**src/rtl/klp32_ctrl_pkg.sv**
```systemverilog
// rtl/klp32_ctrl_pkg.sv - shared state encoding and widths for the KLP32 run-control sequencer
package klp32_ctrl_pkg;

  localparam int STATE_W    = 2;
  localparam int STEP_CNT_W = 32;

  typedef enum logic [STATE_W-1:0] {
    S_RST  = 2'd0,
    S_RUN  = 2'd1,
    S_HALT = 2'd2,
    S_STEP = 2'd3
  } run_state_t;

endpackage

```
**src/rtl/klp32_btn_debounce.sv**
```systemverilog
// rtl/klp32_btn_debounce.sv - step button synchroniser and debouncer with a one-cycle press pulse
module klp32_btn_debounce #(
  parameter int DEBOUNCE_CYCLES = 500000
) (
  input  logic clk,
  input  logic reset_in,
  input  logic btnN,
  output logic press
);

  localparam int CNT_W = (DEBOUNCE_CYCLES < 2) ? 1 : $clog2(DEBOUNCE_CYCLES + 1);

  logic             syncMeta;
  logic             syncLevel;
  logic             stableLevel;
  logic [CNT_W-1:0] stableCnt;

  // The counter only runs while the synchronised level disagrees with the accepted one,
  // so any bounce back to the accepted level restarts the stability window.
  always_ff @(posedge clk or negedge reset_in) begin
    if (!reset_in) begin
      syncMeta    <= 1'b1;
      syncLevel   <= 1'b1;
      stableLevel <= 1'b1;
      stableCnt   <= '0;
      press       <= 1'b0;
    end else begin
      syncMeta  <= btnN;
      syncLevel <= syncMeta;
      press     <= 1'b0;
      if (syncLevel == stableLevel) begin
        stableCnt <= '0;
      end else if (stableCnt == CNT_W'(DEBOUNCE_CYCLES - 1)) begin
        stableLevel <= syncLevel;
        stableCnt   <= '0;
        press       <= ~syncLevel;
      end else begin
        stableCnt <= stableCnt + CNT_W'(1);
      end
    end
  end

endmodule

```
**src/rtl/klp32_run_ctrl.sv**
```systemverilog
// rtl/klp32_run_ctrl.sv - KLP32 core clock-enable, reset-hold and run/halt/step sequencer (option: KLP32_BREAKPOINT_EN)
module klp32_run_ctrl
  import klp32_ctrl_pkg::*;
#(
  parameter int TICK_DIV          = 25000000,
  parameter int DEBOUNCE_CYCLES   = 500000,
  parameter int RESET_HOLD_CYCLES = 16
) (
  input  logic                  clk,
  input  logic                  reset_in,
  input  logic                  i_mode,
  input  logic                  i_step_n,
  input  logic [31:0]           i_pc,
  input  logic [31:0]           i_bp_addr,
  input  logic                  i_bp_en,
  output logic                  o_core_reset,
  output logic                  o_core_en,
  output logic                  o_halted,
  output logic [STATE_W-1:0]    o_state,
  output logic [STEP_CNT_W-1:0] o_step_count
);

  localparam int TICK_W = $clog2(TICK_DIV);
  localparam int HOLD_W = (RESET_HOLD_CYCLES < 2) ? 1 : $clog2(RESET_HOLD_CYCLES + 1);

  run_state_t            state;
  run_state_t            stateNext;
  logic                  modeMeta;
  logic                  modeSync;
  logic                  press;
  logic [TICK_W-1:0]     tickCnt;
  logic [HOLD_W-1:0]     holdCnt;
  logic [STEP_CNT_W-1:0] stepCount;
  logic                  coreEn;
  logic                  coreReset;
  logic                  halted;
  logic                  tickDue;
  logic                  bpHit;
  logic                  pulse;

  klp32_btn_debounce #(
    .DEBOUNCE_CYCLES(DEBOUNCE_CYCLES)
  ) stepBtn (
    .clk      (clk),
    .reset_in (reset_in),
    .btnN     (i_step_n),
    .press    (press)
  );

  assign tickDue = (tickCnt == TICK_W'(TICK_DIV - 1));

`ifdef KLP32_BREAKPOINT_EN
  logic bpSkip;

  // A resume from halt must get past the instruction it stopped on, so the first
  // free-run pulse after leaving halt ignores the match.
  assign bpHit = i_bp_en && (i_pc == i_bp_addr) && !bpSkip;

  always_ff @(posedge clk or negedge reset_in) begin
    if (!reset_in) begin
      bpSkip <= 1'b0;
    end else if (state == S_HALT && stateNext == S_RUN) begin
      bpSkip <= 1'b1;
    end else if (pulse) begin
      bpSkip <= 1'b0;
    end
  end
`else
  logic unusedBp;

  assign unusedBp = i_bp_en ^ (^i_pc) ^ (^i_bp_addr);
  assign bpHit    = 1'b0;
`endif

  always_comb begin
    stateNext = state;
    pulse     = 1'b0;
    case (state)
      S_RST: begin
        if (holdCnt == HOLD_W'(RESET_HOLD_CYCLES - 1)) begin
          stateNext = modeSync ? S_RUN : S_HALT;
        end
      end
      S_RUN: begin
        if (!modeSync) begin
          stateNext = S_HALT;
        end else if (tickDue) begin
          if (bpHit) stateNext = S_HALT;
          else       pulse     = 1'b1;
        end
      end
      S_HALT: begin
        if (modeSync) begin
          stateNext = S_RUN;
        end else if (press) begin
          stateNext = S_STEP;
          pulse     = 1'b1;
        end
      end
      S_STEP:  stateNext = S_HALT;
      default: stateNext = S_RST;
    endcase
  end

  // Outputs are registered from the next-state decode so they change on the same edge as the state.
  always_ff @(posedge clk or negedge reset_in) begin
    if (!reset_in) begin
      modeMeta  <= 1'b0;
      modeSync  <= 1'b0;
      state     <= S_RST;
      holdCnt   <= '0;
      tickCnt   <= '0;
      stepCount <= '0;
      coreEn    <= 1'b0;
      coreReset <= 1'b1;
      halted    <= 1'b0;
    end else begin
      modeMeta  <= i_mode;
      modeSync  <= modeMeta;
      state     <= stateNext;
      coreEn    <= pulse;
      coreReset <= (stateNext == S_RST);
      halted    <= (stateNext == S_HALT);
      stepCount <= stepCount + STEP_CNT_W'(pulse);
      if (state == S_RST) holdCnt <= holdCnt + HOLD_W'(1);
      if (state != S_RUN && stateNext == S_RUN) begin
        tickCnt <= '0;
      end else if (state == S_RUN) begin
        tickCnt <= tickDue ? '0 : tickCnt + TICK_W'(1);
      end
    end
  end

  assign o_core_reset = coreReset;
  assign o_core_en    = coreEn;
  assign o_halted     = halted;
  assign o_state      = state;
  assign o_step_count = stepCount;

endmodule

```
**config.mk**
```make
export PLATFORM = sky130hd
export DESIGN_NAME = klp32_run_ctrl
export DESIGN_NICKNAME = d
export VERILOG_FILES = /design/src/rtl/klp32_ctrl_pkg.sv /design/src/rtl/klp32_btn_debounce.sv /design/src/rtl/klp32_run_ctrl.sv
export SDC_FILE = /design/constraint.sdc
export NUM_CORES = 1
export LEC_CHECK = 0
export ABC_AREA = 1
export CAP_MARGIN = 30
export CORE_ASPECT_RATIO = 1.1
export CORE_MARGIN = 4
export CORE_UTILIZATION = 45
export CTS_BUF_LIST = sky130_fd_sc_hd__clkbuf_8
export DETAILED_ROUTE_END_ITERATION = 8
export PLACE_DENSITY = 0.67
export SLEW_MARGIN = 10
export SYNTH_ARGS = -nofsm -noshare
export SYNTH_HDL_FRONTEND = slang
export SYNTH_SLANG_ARGS = --single-unit
```
**constraint.sdc**
```tcl
create_clock -name clk -period 5.8 [get_ports clk]
set_clock_uncertainty 0.2 [all_clocks]
set_input_delay 0.87 -clock clk [delete_from_list [all_inputs] [get_ports clk]]
set_output_delay 0.87 -clock clk [all_outputs]
set_load 0.01 [all_outputs]
```
[After elaboration in Yosys (flattened, before gate mapping)]
Index checks and enable logic that the tools add are counted.
Word-level totals
  bits in registers: 92
  bits of input ports: 69
  output and inout port bits: 37
Operators by class
  add/sub/neg operators: 4
  eq/ne operators: 10
  mux-type cells: 18
  bitwise logic cells: 2
  reductions and logical operators: 5
Operators by type and width (number)
  25-bit 2-to-1 mux: 3
  19-bit 2-to-1 mux: 2
  32-bit by 1-bit adder with 32-bit output: 1
  25-bit by 1-bit adder with 25-bit output, second input constant: 1
  25-bit == test, second input constant: 1
  19-bit by 1-bit adder with 19-bit output, second input constant: 1
  19-bit == test, second input constant: 1
  2-bit 2-to-1 mux: 5
  2-bit one-hot mux with 4 select lines: 1
  2-bit == test, second input constant: 3
  1-bit 2-to-1 mux: 6
  5-bit by 1-bit adder with 5-bit output, second input constant: 1
  5-bit by 4-bit == test with 1-bit output, second input constant: 1
  2-bit by 1-bit == test with 1-bit output, second input constant: 2
  2-bit logical NOT: 2
  2-bit by 1-bit != test with 1-bit output, second input constant: 1
  1-bit NOT: 2
  1-bit one-hot mux with 2 select lines: 1
  2-bit AND reduction: 1
  2-bit nonzero test: 1
  1-bit == test: 1
  1-bit logical AND: 1

[Depth between registers and ports, before layout]
Gate-level depths: netlist of run 1.
  depth in word-level cells: 6
  depth in mapped cells: 16
  mapped depth without buffers: 16

[Hierarchy]
Synthesis of run 1 repeated with hierarchy kept, for this count alone.
Second synthesis, totals
  cells, all modules: 681
  area total of the unflattened synthesis: 5341.4 um2
By module, submodules not included
  klp32_run_ctrl: times used 1, cells an instance 531, area each 4120.2 um2, sequential area each 1727.9 um2
  klp32_btn_debounce: times used 1, cells an instance 150, area each 1221.2 um2, sequential area each 579.3 um2

[Worst setup path after synthesis of run 1]
OpenSTA, ideal clock, no wires.
  path type: register -> register
  start: register tickCnt[0]
  end: register stepCount[18], in the netlist o_step_count[18]
  arrival time: 2.195 ns
  data required time: 5.474 ns
  setup slack: 3.278 ns
  stages on the path, launching flop included: 16
  clock period less this slack: 2.522 ns
  path through: dfrtp_1 > ha_1 > nand2_1 > nor2_1 > nand3_2 > nor2_4 > nand2_1 > a21boi_1 > ha_1 > ha_1 > inv_1 > nor2_2 > nand2_2 > nor3_4 > nand2_1 > xnor2_1
On the way
  word-level cells in the longest chain between the ends: 5
Ends and longest elaborated chain
  start, declared: line klp32_run_ctrl.sv:31  | logic [TICK_W-1:0] tickCnt;
  start signal, assigned: line klp32_run_ctrl.sv:129  | tickCnt <= tickDue ? '0 : tickCnt + TICK_W'(1);
  25-bit == test: line klp32_run_ctrl.sv:50  | assign tickDue = (tickCnt == TICK_W'(TICK_DIV - 1));
  1-bit 2-to-1 mux: line klp32_run_ctrl.sv:87  | end else if (tickDue) begin
  1-bit 2-to-1 mux: line klp32_run_ctrl.sv:85  | if (!modeSync) begin
  1-bit one-hot mux with 2 select lines: line klp32_run_ctrl.sv:78  | case (state)
  net pulse: line klp32_run_ctrl.sv:39  | logic pulse;
  32-bit by 1-bit adder with 32-bit output: line klp32_run_ctrl.sv:124  | stepCount <= stepCount + STEP_CNT_W'(pulse);
  end signal, assigned: line klp32_run_ctrl.sv:124
  end, declared: line klp32_run_ctrl.sv:33  | logic [STEP_CNT_W-1:0] stepCount;
The timed path passes the listed nets, and every way through them passes these cells.
A chain may end at the register's enable or synchronous reset.

[Worst setup path in the final report of run 1]
  start: register tickCnt[1]
  end: register stepCount[18], in the netlist o_step_count[18]
Same word-level chain as after synthesis.

==> qor.yml, run 1 <==
hold_buffers: 0
hold_depth: 0
status: "complete, no violations"
maxCapViolCount: 0
ant_nets: 0
end_kind: "flip-flop"
fin_tns_setup_ns: 0
drive_above_1_share_pct: 10.5
tritoncts: "yes"
fp-row-count: 41
dpl_cell_area_um2: 5920
cts_buffers: 9
cts_resized: 0
worstHoldStart: "stepBtn.syncMeta"
drtPass1Iterations: 5
clk_latency_ns: 0.38
cellPowerDensity_nw_per_um2: 238
core_um2: 11600
antenna_found_initial: 0
syn_to_final_growth_pct: 15.0
required_ns: 5.87
crit_slowest_cell: "dfrtp_1"
die-height_um: 123
synth-seq-area-share_pct: 42.9
place_congestion: 0.906
hp-class: "reg -> reg"
first_global_vias: 4609
fin_crit_ns: 3.09
diodes: 0
peakVddDrop_mv: 0.160
ys_seq_elements: 92
grt.overflow.total: 0
groute.usage.overall_pct: 19.1
path_max_fanout: 4
postCtsSetupBuffers: 0
finalMaxSlewViolations: 0
ys_warn_count: 0
clkTransAtPathRegs_ns: 0.09
startpoint_type: "flip-flop"
synth_nets: 775
h-tree-depth: 3
p_leak_nw: 2.77
critPathKind: "reg -> reg"
max_freq_ghz: 0.323
port_buffers: 40
ctsLongestPathBuffers: 2
finalSetupViolations: 0
slowest_delay_ns: 0.38
start_util_pct: 46.4
hold_viol: 0
clockRootBuffer: "clkbuf_8"
layout_commonest_cell: "nand2_1"
routed_wl_um: 12300
final_area_um2: 6180
via_per_inst: 5.17
arrival_ns: 3.16
synthSimpleGateAreaFrac_pct: 39.3
hold_ws_ns: 0.160
drc: 0
dr_total_vias: 4632
regToRegSetupSlack_ns: 2.71
cts_sinks: 92
synth_area_um2: 5370
layout_common_cells: "197 x nand2_1, 90 x nor2_1, 88 x dfrtp_1"
wire_per_inst_um: 13.7
fp.dieW_um: 112
synth_top_area_share_pct: 41.0
hold_path_end: "stepBtn.syncLevel"
yosys.area.top_type: "dfrtp_1"
dp_hpwl_um: 9070
synth.distinct_cells: 33
synth_top_family_by_area: "simple AND/OR/NAND/NOR gates"
reg2regPathDepth: 15
grt_first_pass_wirelength_um: 21400
ios: 106
worstMarginPinSlew_ns: 0.860
synth_xor_xnor_area_share_pct: 6.36
nets: 821
synth.area.top_cells: "dfrtp_1 41%, nand2_1 14%, nor2_1 6.3%, nand3_1 5.6%, inv_1 5.1%"
max-slew-margin-rel_pct: 42.3
crit_chain: "ha_1, nand2_1, nor2_1, nand3_2, nor2_4, nand2_1, a21boi_1, ha_1, ha_1, inv_1, nor2_2, nand2_2, nor3_4, nand2_1, xnor2_1"
grt_max_degree: 70
r2r-end: "o_step_count[18]"
die_area_um2: 13800
synth_fa_ha_area_share_pct: 2.56
syn_inst: 695
muxShareOfSynthArea_pct: 0
timing.rr.start: "tickCnt[1]"
rsz0062_at_grt: "no"
drtIter0Drc: 349
avgSynthCellArea_um2: 7.73
min_period_over_period_pct: 53.4
synth_compound_area_share_pct: 2.61
==> critical path, delay by kind of cell, from the launching register on <==
family / cells / cell delay (ns)
adder cells (fa/ha/maj): 3 / 0.64
XOR/XNOR: 1 / 0.14
flip-flops: 1 / 0.38
AO/OA/AOI/OAI: 1 / 0.29
buffers and inverters: 1 / 0.07
AND/OR/NAND/NOR: 9 / 1.27
==> power breakdown <==
part / leakage (nW) / internal, mW / switching [mW]
Clock: 0.126 / 0.282 / 0.226
Sequential: 1.25 / 0.684 / 0.0302
Combinational: 1.40 / 0.0876 / 0.160
==> flip-flops by register name, summed over array words and instances (netlist names), 2 cells and up <==
signal and count:
holdCnt 5, o_state 2, o_step_count 32, stepBtn.stableCnt 19, tickCnt 25
==> cells by family after synthesis <==
group | Yosys count
simple gates | 447
flops | 92
buf+inv | 84
xor+xnor | 39
compound gates | 22
fa+ha+maj | 11
==> layout make-up <==
cell class	instances	area, um^2
Clock buffer	9	124
Clock inverter	7	108
Fill cell	1099	5410
Inverter	77	289
Multi-Input combinational cell	519	2730
Sequential cell	92	2310
Tap cell	150	188
Timing Repair Buffer	42	433
==> worst max-delay path by stage <==
stage / endpoint / cells past startpoint / startpoint / slack, ns
3_3_place_gp: o_step_count[18] / 15 / tickCnt[0] / 2.74
3_5_place_dp: o_step_count[18] / 15 / tickCnt[1] / 2.67
5_1_grt: o_step_count[22] / 16 / tickCnt[0] / 2.43
2_1_floorplan: o_step_count[18] / 15 / tickCnt[0] / 3.28
6_report: o_step_count[18] / 15 / tickCnt[1] / 2.71
4_1_cts: o_step_count[18] / 15 / tickCnt[1] / 2.65
==> metal layers <==
metal / vias up / global-route usage [%] / wire (um)
li1: 2287 / - / -
met4: 0 / 8.41 / 246
met5: - / 0 / 0
met3: 18 / 3.16 / 335
met2: 82 / 31.6 / 6000
met1: 2245 / 24.9 / 5740
==> through the flow <==
| step | total power, mW | setup slack, ns | std cells | utilization, % |
|---|---|---|---|---|
| CTS | 1.49 | 2.65 | 895 | 53.1 |
| detailed placement | 0.977 | 2.67 | 879 | 51.1 |
| floorplan | 0.897 | 3.28 | 695 | - |
| global placement | 0.966 | 2.74 | 879 | 51.1 |
| finish | 1.47 | 2.71 | 896 | 53.3 |
| global route | 1.56 | 2.43 | 896 | 53.3 |
==> cells in the mapped netlist, drive strengths merged <==
| master | instances |
|---|---|
| nand2 | 213 |
| nor2 | 110 |
| dfrtp | 88 |
| inv | 76 |
| nand3 | 73 |
| xor2 | 26 |
| nand4 | 22 |
| nor3 | 17 |
| xnor2 | 13 |
| ha | 11 |
| o21bai | 9 |
| nand3b | 8 |
| o21ai | 8 |
| buf | 4 |
| dfstp | 4 |
| clkbuf | 3 |
| a21oi | 2 |
| nor3b | 2 |
| o211ai | 2 |
| a21boi | 1 |
| and3 | 1 |
| clkinv | 1 |
| nand2b | 1 |
Note: power is estimated with default switching activity, not from simulation.
==> run 2, diff against run 1 <==
- clock period: 5.8 -> 2.9 ns (I/O delays scaled with it)
==> run 2 against run 1 <==
Net effect: non-clock buffer count increased by 38; clock power is 88% higher; wire length rose by 3.5%; core utilization increased by 2.8 points; combinational power is 130% higher; global-route usage grew 0.14 points; count of clock-buffer cells in the layout grew 1; final cell count grew 4.2%; power grew 100%; via count rose by 2.5%; flip-flop and latch count is the same; largest power group unchanged.
==> qor.yml, run 2 (synthesized netlist as in run 1, its figures left out) <==
final.setup.worst_slack_ns: 0.180
instances_no_fill: 934
dr_total_vias: 4749
cts_buffers: 9
start_util_pct: 46.4
clkTransAtPathRegs_ns: 0.09
core_um2: 11600
syn_to_final_growth_pct: 21.0
hold_viol: 0
startpoint_type: "flip-flop"
rsz0062_at_grt: "no"
ant_nets: 0
fp-row-count: 41
cts_sinks: 92
path_max_fanout: 4
end_kind: "flip-flop"
cellPowerDensity_nw_per_um2: 453
via_per_inst: 5.08
arrival_ns: 2.81
h-tree-depth: 3
timing.rr.start: "tickCnt[1]"
place_inst: 910
max_freq_ghz: 0.368
layout_common_cells: "196 x nand2_1, 88 x dfrtp_1, 87 x nor2_1"
worst_setup_path_endpoint: "o_step_count[14]"
min_period_over_period_pct: 93.8
maxCapViolCount: 0
highest_layer: "met4"
drtIter0Drc: 236
p_leak_nw: 2.97
crit_chain: "ha_2, nand2_2, nor2_2, nand3_2, nor2_4, nand2_1, a21boi_1, buf_4, ha_4, ha_2, inv_1, nor2_4, nand2_1, nor2_1, buf_4, xor2_1"
place_congestion: 0.905
hold_ws_ns: 0.158
slowest_delay_ns: 0.38
wire_per_inst_um: 13.7
crit_slowest_cell: "dfrtp_1"
startpoint: "tickCnt[1]"
layout_commonest_cell: "nand2_1"
grt_max_degree: 55
die-height_um: 123
grt_first_pass_wirelength_um: 21600
clk_latency_ns: 0.38
dp_hpwl_um: 9450
diodes: 0
grt.overflow.total: 0
wl_met3_um: 457
finalMaxSlewViolations: 0
required_ns: 2.99
ctsLongestPathBuffers: 2
regToRegSetupSlack_ns: 0.18
port_buffers: 40
worstMarginPinSlew_ns: 0.524
tritoncts: "yes"
finalSetupViolations: 0
max-slew-margin-rel_pct: 65.0
drive_above_1_share_pct: 15.7
clockRootBuffer: "clkbuf_8"
fin_crit_ns: 2.72
drtPass1Iterations: 5
reg2regPathDepth: 16
largest_reg_flops: 32
status: "complete, no violations"
r2r-end: "o_step_count[14]"
critPathKind: "reg -> reg"
peakVddDrop_mv: 0.308
ios: 106
fill_cells: 1119
nets: 859
fp.dieW_um: 112
wl_met1_um: 5790
wl_met2_um: 6220
antenna_found_initial: 0
drc: 0
groute.usage.overall_pct: 19.3
hp-class: "reg -> reg"
fin_tns_setup_ns: 0
post-place-ws_ns: -0.00671
die_area_um2: 13800
first_global_vias: 4656
routed_wl_um: 12800
[run 2: repair_timing]
item                       4_1_cts  5_1_grt
resized for setup                1       10
hold endpoints to repair        37        0
setup endpoints to repair        2       17
buffers inserted                 0        7
hold buffers                     1        0
pin swaps                        0        6
[run 2: worst min path at each step]
stage | startpoint | to | slack, ns | cells past startpoint
CTS | modeMeta | modeSync | 0.15 | 0
global route | modeMeta | modeSync | 0.16 | 0
floorplan | reset_in | holdCnt[0] | -0.06 | 0
global placement | modeMeta | modeSync | 0.13 | 0
finish | modeMeta | modeSync | 0.16 | 0
detailed placement | modeMeta | modeSync | 0.14 | 0
[run 2: layout make-up]
cell class | count | area, um^2 | share of cell area, %
Inverter | 77 | 289 | 4.44
Clock buffer | 10 | 138 | 2.12
Sequential cell | 92 | 2310 | 35.5
Clock inverter | 6 | 80.1 | 1.23
Multi-Input combinational cell | 519 | 2780 | 42.7
Timing Repair Buffer | 80 | 726 | 11.2
Tap cell | 150 | 188 | 2.89
[run 2: layer usage]
layer	vias to the layer above	GRT usage, %
met2	94	31.9
met1	2265	25.0
met5	-	0
li1	2367	-
met3	23	3.40
met4	0	8.41
[run 2: power by group]
group / internal, mW / switching [mW] / total (mW) / leakage [nW]
clock network: 0.502 / 0.454 / 0.956 / 0.115
registers: 1.37 / 0.0548 / 1.42 / 1.25
logic: 0.217 / 0.348 / 0.564 / 1.61
total: 2.09 / 0.857 / 2.94 / 2.97
[run 2: critical path: cells and delay by family (launching register included)]
kind | cells | cell delay, ns
flops | 1 | 0.38
buf+inv | 3 | 0.36
compound gates | 1 | 0.15
fa+ha+maj | 3 | 0.52
xor+xnor | 1 | 0.13
simple gates | 8 | 0.90
[run 2: stage by stage]
step	area [um^2]	total power [mW]	utilization [%]
6_report	6500	2.94	56.1
2_1_floorplan	5370	1.79	-
3_5_place_dp	6180	2.00	53.3
3_3_place_gp	6180	1.97	53.3
4_1_cts	6410	2.97	55.3
5_1_grt	6500	3.11	56.1
